## src/rtl/elite_spi_pkg.sv

```systemverilog
// Shared types and constants for the elite_spi_rx SPI byte receiver.
// Optional MISO echo is built only when ELITE_SPI_ECHO_EN is defined.
package elite_spi_pkg;

  localparam int BYTE_W = 8;

  typedef enum logic [1:0] {
    IDLE  = 2'd0,
    SHIFT = 2'd1,
    LOAD  = 2'd2
  } state_t;

  localparam logic SCLK_IDLE = 1'b0;
  localparam logic CS_N_IDLE = 1'b1;
  localparam logic MOSI_IDLE = 1'b0;

endpackage

```

## src/rtl/elite_sync.sv

```systemverilog
// N-stage single-bit synchronizer with a configurable reset level.
// Used for every asynchronous SPI input before it reaches any logic.
module elite_sync #(
  parameter int   N       = 2,
  parameter logic RST_VAL = 1'b0
) (
  input  logic clk,
  input  logic rst,
  input  logic d,
  output logic q
);

  logic [N-1:0] ff;

  always_ff @(posedge clk or posedge rst) begin
    if (rst) ff <= {N{RST_VAL}};
    else     ff <= {ff[N-2:0], d};
  end

  assign q = ff[N-1];

endmodule

```

## src/rtl/elite_spi_rx.sv

```systemverilog
// SPI mode-0 byte receiver feeding the 7-segment display stage.
// Define ELITE_SPI_ECHO_EN to echo the previous byte on SPI_MISO.
module elite_spi_rx
  import elite_spi_pkg::*;
#(
  parameter int SYNC_STAGES = 2,
  parameter bit MSB_FIRST   = 1'b1
) (
  input  logic              CLOCK_50,
  input  logic              Reset_SPI,
  input  logic              SPI_SCLK,
  input  logic              SPI_CS_N,
  input  logic              SPI_MOSI,
  output logic              SPI_MISO,
  output logic [BYTE_W-1:0] Elite_7Seg_Disp_Word,
  output logic              Elite_7Seg_Set_Flag,
  output logic              Spi_Frame_Err
);

  logic sclk_s, cs_n_s, mosi_s;
  logic sclk_d;
  logic sclk_rise, sclk_fall;

  state_t            state;
  logic [2:0]        bit_cnt;
  logic [BYTE_W-1:0] shreg;

  logic [SYNC_STAGES-1:0] rdy;
  logic                   armed;

  elite_sync #(.N(SYNC_STAGES), .RST_VAL(SCLK_IDLE)) u_sclk (
    .clk (CLOCK_50),
    .rst (Reset_SPI),
    .d   (SPI_SCLK),
    .q   (sclk_s)
  );

  elite_sync #(.N(SYNC_STAGES), .RST_VAL(CS_N_IDLE)) u_cs_n (
    .clk (CLOCK_50),
    .rst (Reset_SPI),
    .d   (SPI_CS_N),
    .q   (cs_n_s)
  );

  elite_sync #(.N(SYNC_STAGES), .RST_VAL(MOSI_IDLE)) u_mosi (
    .clk (CLOCK_50),
    .rst (Reset_SPI),
    .d   (SPI_MOSI),
    .q   (mosi_s)
  );

  function automatic logic [BYTE_W-1:0] shift_in(
    input logic [BYTE_W-1:0] w,
    input logic              b
  );
    return MSB_FIRST ? {w[BYTE_W-2:0], b} : {b, w[BYTE_W-1:1]};
  endfunction

  always_ff @(posedge CLOCK_50 or posedge Reset_SPI) begin
    if (Reset_SPI) sclk_d <= SCLK_IDLE;
    else           sclk_d <= sclk_s;
  end

  assign sclk_rise =  sclk_s & ~sclk_d;
  assign sclk_fall = ~sclk_s &  sclk_d;

  // After reset the CS_N synchronizer still shows its idle level; only
  // arm once real CS_N has been seen high, so a frame already in
  // progress at release is skipped until the next CS_N fall.
  always_ff @(posedge CLOCK_50 or posedge Reset_SPI) begin
    if (Reset_SPI) begin
      rdy   <= '0;
      armed <= 1'b0;
    end else begin
      rdy <= {rdy[SYNC_STAGES-2:0], 1'b1};
      if (rdy[SYNC_STAGES-1] && cs_n_s) armed <= 1'b1;
    end
  end

  always_ff @(posedge CLOCK_50 or posedge Reset_SPI) begin
    if (Reset_SPI) begin
      state                <= IDLE;
      bit_cnt              <= 3'd0;
      shreg                <= '0;
      Elite_7Seg_Disp_Word <= '0;
      Elite_7Seg_Set_Flag  <= 1'b0;
      Spi_Frame_Err        <= 1'b0;
    end else begin
      Elite_7Seg_Set_Flag <= 1'b0;
      Spi_Frame_Err       <= 1'b0;
      unique case (state)
        IDLE: begin
          if (armed && !cs_n_s) begin
            state   <= SHIFT;
            bit_cnt <= 3'd0;
          end
        end
        SHIFT: begin
          // A completing edge wins over a simultaneous CS_N rise.
          if (sclk_rise && bit_cnt == 3'd7) begin
            shreg   <= shift_in(shreg, mosi_s);
            bit_cnt <= bit_cnt + 3'd1;
            state   <= LOAD;
          end else if (cs_n_s) begin
            Spi_Frame_Err <= (bit_cnt != 3'd0);
            shreg         <= '0;
            bit_cnt       <= 3'd0;
            state         <= IDLE;
          end else if (sclk_rise) begin
            shreg   <= shift_in(shreg, mosi_s);
            bit_cnt <= bit_cnt + 3'd1;
          end
        end
        LOAD: begin
          Elite_7Seg_Disp_Word <= shreg;
          Elite_7Seg_Set_Flag  <= 1'b1;
          state                <= cs_n_s ? IDLE : SHIFT;
        end
        default: state <= IDLE;
      endcase
    end
  end

`ifdef ELITE_SPI_ECHO_EN
  logic [BYTE_W-1:0] tx_sr;
  logic              miso_q;

  function automatic logic first_bit(input logic [BYTE_W-1:0] w);
    return MSB_FIRST ? w[BYTE_W-1] : w[0];
  endfunction

  function automatic logic [BYTE_W-1:0] shift_out(
    input logic [BYTE_W-1:0] w
  );
    return MSB_FIRST ? {w[BYTE_W-2:0], 1'b0} : {1'b0, w[BYTE_W-1:1]};
  endfunction

  // Bit 0 of each byte is presented at frame start or at LOAD, so the
  // falling edge that follows the 8th rise (count back at 0) must not shift.
  always_ff @(posedge CLOCK_50 or posedge Reset_SPI) begin
    if (Reset_SPI) begin
      tx_sr  <= '0;
      miso_q <= 1'b0;
    end else if (state == IDLE && armed && !cs_n_s) begin
      tx_sr  <= Elite_7Seg_Disp_Word;
      miso_q <= first_bit(Elite_7Seg_Disp_Word);
    end else if (state == LOAD) begin
      tx_sr  <= shreg;
      miso_q <= first_bit(shreg);
    end else if (state == SHIFT && !cs_n_s && sclk_fall
                 && bit_cnt != 3'd0) begin
      tx_sr  <= shift_out(tx_sr);
      miso_q <= first_bit(shift_out(tx_sr));
    end
  end

  assign SPI_MISO = miso_q;
`else
  assign SPI_MISO = 1'b0;
`endif

endmodule

```

## config.mk

```make
export PLATFORM = sky130hd
export DESIGN_NAME = elite_spi_rx
export DESIGN_NICKNAME = d
export VERILOG_FILES = /design/src/rtl/elite_spi_pkg.sv /design/src/rtl/elite_sync.sv /design/src/rtl/elite_spi_rx.sv
export SDC_FILE = /design/constraint.sdc
export NUM_CORES = 1
export LEC_CHECK = 0
export ABC_AREA = 1
export BUFFER_PORTS_ARGS = -buffer_cell sky130_fd_sc_hd__buf_2
export CAP_MARGIN = 20
export CELL_PAD_IN_SITES_DETAIL_PLACEMENT = 1
export CELL_PAD_IN_SITES_GLOBAL_PLACEMENT = 2
export CORE_MARGIN = 4
export CORE_UTILIZATION = 35
export DETAILED_ROUTE_END_ITERATION = 10
export GPL_TIMING_DRIVEN = 0
export PLACE_DENSITY_LB_ADDON = 0.1
export SYNTH_ARGS = -nofsm -noshare
export SYNTH_HDL_FRONTEND = slang
export SYNTH_SLANG_ARGS = --single-unit
```

## constraint.sdc

```tcl
create_clock -name CLOCK_50 -period 1.67 [get_ports CLOCK_50]
set_input_delay 0.0835 -clock CLOCK_50 [delete_from_list [all_inputs] [get_ports CLOCK_50]]
set_output_delay 0.0835 -clock CLOCK_50 [all_outputs]
set_load 0.02 [all_outputs]
```

Yosys cells after proc, flatten, opt, wreduce, memory -nomap -nowiden
Cells that the tools add are included.
Widths: inputs -> output; s select.
{ "totals": {"reg_bits": 33, "output_inout_bits": 11, "elab_cells": 49} }
{ "op_classes": {"n_eq_ne": 6, "n_mux": 17, "n_reduce_logical": 11, "bitwise_logic": 2, "addsub": 1} }
{ "op_table": {"columns": ["op", "n"], "rows": [
  ["$mux 8", 3],
  ["$mux 3", 4],
  ["$mux 2", 3],
  ["$pmux 2 s3", 1],
  ["$pmux 3 s2", 1],
  ["$reduce_bool 3->1", 2],
  ["$mux 1", 5],
  ["$ne 4x3->1 const B", 1],
  ["$reduce_and 2->1", 2],
  ["$add 3x1->3 const B", 1],
  ["$eq 3x3->1 const B", 1],
  ["$logic_and 1x1->1", 3],
  ["$ne 3x2->1 const B", 1],
  ["$reduce_and 3->1", 1],
  ["$eq 2x1->1 const B", 1],
  ["$eq 2x2->1 const B", 1],
  ["$logic_not 2->1", 1],
  ["$ne 2x2->1 const B", 1],
  ["$reduce_bool 2->1", 1],
  ["$and 1x1->1", 1],
  ["$logic_not 1->1", 1],
  ["$not 1->1", 1]
]} }

Longest topological paths before layout
Gate-level depths: netlist of the first run.
{ "depth": {"word_depth": 6, "ltp_mapped": 8, "ltp_nobuf": 7} }

Hierarchy
From an unflattened synthesis of the first run, not the netlist that was laid out.
{ "hier_totals": {"hier_cells": 135, "area_unflattened_um2": 1323.8} }
{ "by_module_without_submodules": {"columns": ["module", "cells_per_inst", "instances", "area_per_inst_um2", "seq_area_each_um2"], "rows": [
  ["elite_spi_rx", 126, 1, 1159.9, 675.6],
  ["elite_sync at u_mosi ...", 3, 2, 53.8, 50.0],
  ["elite_sync at u_cs_n", 3, 1, 56.3, 52.6]
]} }

Worst setup path before layout of the first run
OpenSTA, ideal clock, no wires.
{ "synth_path": {"path_kind": "register -> register", "start": "reg bit_cnt[0]", "end": "reg shreg[0]", "path_slack_ns": 0.354, "arrival_ns": 1.195, "path_buffers": 0, "period_less_slack_ns": 1.316, "path_stages_with_launch": 7, "path_cell_list": "dfrtp_1 ha_1 ha_1 nand3_1 nand2_1 nand2_1 o21ai_1"} }
{ "synth_via": {"elab_chain_len": 4, "word_cells_on_any_way": 5, "cone_classes": "1 x eq/ne; 1 x mux; 3 x reduce/logical"} }
{ "synth_lines": {"columns": ["element", "line", "rtl"], "rows": [
  ["from (decl)", "elite_spi_rx.sv:25", "logic [2:0] bit_cnt;"],
  ["from (signal assigned)", "elite_spi_rx.sv:102", "bit_cnt <= bit_cnt + 3'd1;"],
  ["from (signal assigned)", "elite_spi_rx.sv:111", "bit_cnt <= bit_cnt + 3'd1;"],
  ["$eq 3x3->1 *", "elite_spi_rx.sv:100", "if (sclk_rise && bit_cnt == 3'd7) begin"],
  ["$logic_and 1x1->1 *", "elite_spi_rx.sv:100", null],
  ["$reduce_bool 3->1 (no source line)", null, null],
  ["$reduce_and 2->1 (no source line)", null, null],
  ["to (signal assigned)", "elite_spi_rx.sv:101", "shreg <= shift_in(shreg, mosi_s);"],
  ["to (signal assigned)", "elite_spi_rx.sv:110", "shreg <= shift_in(shreg, mosi_s);"],
  ["to (decl)", "elite_spi_rx.sv:26", "logic [BYTE_W-1:0] shreg;"]
]} }
Mark *: on every way between the ends. The rest lies on a longest branch, timed or not.
A chain may end at the register's enable or synchronous reset.

Final worst setup path of the first run
{ "layout_path": {"start": "reg bit_cnt[0]", "end": "reg shreg[4]"} }
The elaborated chain is that of the path after synthesis.

==> impl_metrics.yaml, run 1 <==
outcome:
  outcome: "finished clean"
cts:
  clock_path_buffers: 2
  clock_sinks: 33
  tritoncts: "done"
  root_buffer: "clkbuf_8"
  cts-buffers-inserted: 5
  clk_latency_ps: 280
  htreeDepth: 2
  cts_setup_buffers: 0
  path_clk_slew_ps: 70
setup_path:
  crit_type: "register to register"
  worstSetupStartpointType: "register"
  cp.arrival_ps: 1630
  cp-startpoint: "bit_cnt[0]$_DFFE_PP0P_"
  critical_path_required_ps: 1840
  crit_fanout: 9
  cp-end-kind: "register"
  regToRegStartpoint: "bit_cnt[0]$_DFFE_PP0P_"
drt:
  vias_per_cell: 4.62
  drt-pass1-iter-count: 4
  drc: 0
  vias: 942
  drtAntennaViolNets: 0
  drtIter0Drc: 17
  wire_per_inst_um: 12.0
  drt_wl_total_mm: 2.45
logic_synthesis:
  ys_async_sr_fraction: 1.00
  synth-compound-area-share: 0.0568
  synth-simple-area-share: 0.206
  synthAdderAreaFrac: 0.0294
  synth_xor_area_frac: 0
  syn-instance-count: 131
  synth-edff-count: 0
  ys.flop_type: "dfrtp_1"
  synth-seq-cells: 33
  synth_area_per_cell_um2: 9.76
  synth_mux_area_frac: 0
  synth_cell_types: 18
  synth_top_family_by_area: "simple AND/OR/NAND/NOR gates"
  synth_nets: 139
  netlist_area_mm2: 0.00128
  ys_seq_area_frac: 0.648
  yosysWarnings: 0
floorplan:
  io_pins: 16
  die_y_um: 68.4
  rows: 21
  initial_core_util: 0.372
  die_x_um: 68.4
  core-area_mm2: 0.00344
  die_area_mm2: 0.00468
placement:
  portBuffers: 14
  dp_slack_ps: 121
  placed_cell_area_mm2: 0.00143
  gp_congestion: 0.771
  dp_hpwl_mm: 1.73
power:
  ir_drop_mv: 0.679
  powerDensity_mw_per_mm2: 991
  p_leak_nw: 0.820
sta:
  rsz0062_at_grt: "false"
  hold_viol: 0
  tightest_slew_ps: 690
  relSlewSlack: 0.539
  finalWorstSetupSlack_ps: 213
  finalSetupViolations: 0
  clock_skew_ps: 5.73
  drv_slew: 0
  tns_ps: 0
  period_needed_ps: 1460
  min_period_over_period: 0.873
  fmaxAchievable_ghz: 0.686
layout:
  final_common_cell: "nand2_1"
  multi_input_area_um2: 384
  synthToLayoutAreaGrowth_pct: 22.0
  seqCellArea_um2: 828
  finalNetCount: 165
  drive_above_1_share: 0.228
  fillerInstances: 412
  final_cell_mix: "49 x nand2_1, 31 x dfrtp_1, 15 x buf_2"
  fin_util: 0.453
  antenna_cells: 0
  fin_area_mm2: 0.00156
job:
  maxCapViolCount: 0
global_routing:
  grt_max_degree: 18
  grt_overflow: 0
  grt_pass1_vias: 1003
  grt_util_all_layers: 0.137
  antenna_found_initial: 0
  grt_pass1_wl_mm: 4.54
min_path:
  hold_start: "rdy[0]$_DFF_PP0_"
  min_path_type: "register to register"
[logic make-up (layout without fill, tap and decap cells)]
| group | after synthesis | after routing |
|---|---|---|
| other | 2 | 2 |
| adders and majority gates | 3 | 3 |
| DFF | 33 | 33 |
| AOI/OAI and AO/OA | 14 | 14 |
| buffers and inverters | 14 | 41 |
| and+or+nand+nor | 65 | 65 |
[cell usage after synthesis, types with 3 or more instances]
| cell | n | area share |
|---|---|---|
| nand2_1 | 50 | 0.15 |
| dfrtp_1 | 31 | 0.61 |
| o21ai_1 | 8 | 0.031 |
| nand3_1 | 7 | 0.027 |
| inv_1 | 6 | 0.018 |
| inv_2 | 4 | 0.012 |
| nand2_2 | 4 | 0.020 |
| a21oi_1 | 3 | 0.012 |
| ha_1 | 3 | 0.029 |
| nor2_1 | 3 | 0.0088 |
[flip-flops by register name, summed over array words and instances, names as in the netlist, 2 cells and up]
name,count
shreg,8
u_sclk.ff,2
Elite_7Seg_Disp_Word,8
u_cs_n.ff,2
bit_cnt,3
u_mosi.ff,2
state,2
rdy,2
[worst paths after layout]
kind	to	slack (ps)	depth (start not counted)
max	shreg[4]$_DFFE_PP0P_	210	6
min	rdy[1]$_DFF_PP0_	350	0
max in group asynchronous	bit_cnt[1]$_DFFE_PP0P_	700	4
min reg2reg	rdy[1]$_DFF_PP0_	350	0
max reg2reg	shreg[4]$_DFFE_PP0P_	210	6
min in group asynchronous	Elite_7Seg_Disp_Word[2]$_DFFE_PP0N_	450	3
[repair_timing]
| item | in CTS | in global routing |
|---|---|---|
| hold buffers | 4 | 0 |
| endpoints found under the hold margin | 17 | 0 |
| gates resized for setup | 0 | 1 |
| setup endpoints to repair | 0 | 6 |
[area by class of cell]
type / count / area share
clock inverter: 1 / 0.00481
multi-input combinational: 84 / 0.246
buffer: 4 / 0.0200
sequential: 33 / 0.531
inverter: 10 / 0.0241
clock buffer: 7 / 0.0489
timing repair buffer: 19 / 0.0882
tap: 46 / 0.0369
[routing by layer]
metal | vias to the layer above | wire [um] | GRT usage
met3 | 6 | 129 | 0.0558
met1 | 469 | 1130 | 0.159
li1 | 451 | - | -
met5 | - | 0 | 0
met2 | 16 | 1140 | 0.217
met4 | 0 | 55 | 0.0670
[through the flow]
stage | hold WS (ps) | total power, mW | std cells
after floorplan | 88.0 | 0.942 | 131
after global placement | 190 | 0.974 | 191
after detailed placement | 190 | 0.985 | 192
after CTS | 353 | 1.58 | 204
after global routing | 362 | 1.63 | 204
final | 349 | 1.55 | 204
[where the power goes]
part	leakage, nW	switching [mW]	internal (mW)
combinational	0.352	0.0724	0.0487
sequential	0.429	0.0215	0.832
clock	0.0385	0.277	0.294
total	0.820	0.371	1.17
[worst max-delay path: stages (launching register included)]
cell and delay [ps]:
dfrtp_1 410, ha_1 220, ha_1 180, nand3_1 190, nand2_2 190, nand2_1 110
o21ai_1 60
Note: power is estimated with default switching activity, not from simulation.
==> inputs of run 2 (changes only) <==
--- a/config.mk
+++ b/config.mk
@@ -11,5 +11,4 @@
 export CELL_PAD_IN_SITES_DETAIL_PLACEMENT = 1
 export CELL_PAD_IN_SITES_GLOBAL_PLACEMENT = 2
-export CORE_MARGIN = 4
 export CORE_UTILIZATION = 35
 export DETAILED_ROUTE_END_ITERATION = 10
==> constraint.sdc (replaced) <==
create_clock -name CLOCK_50 -period 1.4 [get_ports CLOCK_50]
set_input_delay 0.28 -clock CLOCK_50 [delete_from_list [all_inputs] [get_ports CLOCK_50]]
set_output_delay 0.28 -clock CLOCK_50 [all_outputs]
set_load 0.02 [all_outputs]
==> impl_metrics.yaml, run 2 (same netlist as run 1, synthesis figures left out) <==
outcome:
  outcome: "finished clean"
cts:
  clk_latency_ps: 330
  root_buffer: "clkbuf_4"
  tritoncts: "done"
  path_clk_slew_ps: 100
  clock_path_buffers: 2
  cts-buffers-inserted: 5
  htreeDepth: 2
  clock_sinks: 33
drt:
  vias: 946
  drtIter0Drc: 28
  drt_wl_total_mm: 2.50
  drtAntennaViolNets: 0
  vias_per_cell: 4.68
  drt-pass1-iter-count: 4
  drc: 0
  wire_per_inst_um: 12.4
setup_path:
  reg2reg_setup_slack_ps: 90
  worstSetupStartpointType: "register"
  path_cells: "ha_1, ha_1, nand3_4, nand2_2, nand2_1, o21ai_1"
  crit_top_cell: "ha_1"
  rr_endpoint: "shreg[1]$_DFFE_PP0P_"
  critPathMaxStageDelay_ps: 410
  cp-end-kind: "register"
  r2r_cells: 6
  crit_type: "register to register"
  cp.arrival_ps: 1530
  crit_fanout: 6
  regToRegStartpoint: "bit_cnt[0]$_DFFE_PP0P_"
  critPathSlowestCell: "dfrtp_1"
  critical_path_required_ps: 1620
sta:
  tns_ps: 0
  finalWorstSetupSlack_ps: 92.5
  fmaxAchievable_ghz: 0.765
  period_needed_ps: 1310
  drv_slew: 0
  rsz0062_at_grt: "false"
  hold_viol: 0
  clock_skew_ps: 11.4
  finalSetupViolations: 0
  relSlewSlack: 0.516
  min_period_over_period: 0.934
  tightest_slew_ps: 726
global_routing:
  grt_overflow: 0
  antenna_found_initial: 0
  grt_pass1_wl_mm: 4.51
  grt_util_all_layers: 0.154
  grt_max_degree: 18
  grt_pass1_vias: 958
floorplan:
  die_area_mm2: 0.00390
  die_y_um: 62.4
  die_x_um: 62.4
  initial_core_util: 0.374
  io_pins: 16
  rows: 21
  core-area_mm2: 0.00342
placement:
  gp_congestion: 0.726
  dp_slack_ps: -185
  portBuffers: 14
  dp_hpwl_mm: 1.71
  dp.cells: 192
layout:
  fillerInstances: 409
  final_cell_mix: "49 x nand2_1, 31 x dfrtp_1, 14 x buf_2"
  finalNetCount: 163
  top_regs: "Elite_7Seg_Disp_Word (8), shreg (8), bit_cnt (3)"
  antenna_cells: 0
  final-instance-count-excl-fill: 202
  synthToLayoutAreaGrowth_pct: 19.6
  drive_above_1_share: 0.250
  fin_util: 0.448
  seqCellArea_um2: 828
  final_common_cell: "nand2_1"
  multi_input_area_um2: 408
min_path:
  min_path_type: "primary input to async pin"
power:
  powerDensity_mw_per_mm2: 1130
  ir_drop_mv: 0.696
  p_leak_nw: 0.809
job:
  maxCapViolCount: 0
[run 2: worst max-delay path by stage]
stage                           start                    to  depth (start not counted)
6_report       bit_cnt[0]$_DFFE_PP0P_  shreg[1]$_DFFE_PP0P_                          6
5_1_grt        bit_cnt[0]$_DFFE_PP0P_  shreg[2]$_DFFE_PP0P_                          6
4_1_cts        bit_cnt[0]$_DFFE_PP0P_  shreg[2]$_DFFE_PP0P_                          6
3_5_place_dp   bit_cnt[0]$_DFFE_PP0P_  shreg[3]$_DFFE_PP0P_                          6
3_3_place_gp   bit_cnt[0]$_DFFE_PP0P_  shreg[2]$_DFFE_PP0P_                          6
2_1_floorplan  bit_cnt[0]$_DFFE_PP0P_  shreg[0]$_DFFE_PP0P_                          6
[run 2: critical path, delay by kind of cell, from the launching register on]
kind / cells / cell delay [ps]
simple gates: 3 / 320
compound gates: 1 / 50
flops: 1 / 410
fa+ha+maj: 2 / 410
[run 2: repair_timing]
item                                    4_1_cts  5_1_grt
gates resized for setup                       3        1
pin swaps                                     0        1
endpoints found under the setup margin        9        8
hold buffers                                  0        0
cloned                                        0        1
buffers inserted                              0        2
[run 2: cell type report]
type	count	area share
inverters	10	0.0245
clock buffers	8	0.0385
flip-flops and latches	33	0.542
well taps	46	0.0376
plain buffers	3	0.0172
repair buffers	17	0.0736
multi-input cells	85	0.267
[run 2: report_power, final]
| group | switching (mW) | internal (mW) |
|---|---|---|
| sequential | 0.0288 | 0.991 |
| combinational | 0.0870 | 0.0597 |
| clock | 0.306 | 0.248 |
[run 2: routing by layer]
layer	part of all wire	vias to the layer above	track usage
met1	0.46	467	0.193
met3	0.045	6	0.0602
met5	0	-	0
met2	0.47	21	0.243
met4	0.020	0	0.0523
li1	-	452	-
[run 2: through the flow]
| step | total power, mW | cell area [um2] | hold slack [ps] |
|---|---|---|---|
| final | 1.72 | 1530 | 45.2 |
| after global routing | 1.81 | 1530 | 16.6 |
| after CTS | 1.74 | 1510 | 29.9 |
| after detailed placement | 1.17 | 1430 | 340 |
| after global placement | 1.16 | 1410 | 332 |
| after floorplan | 1.12 | 1280 | 284 |
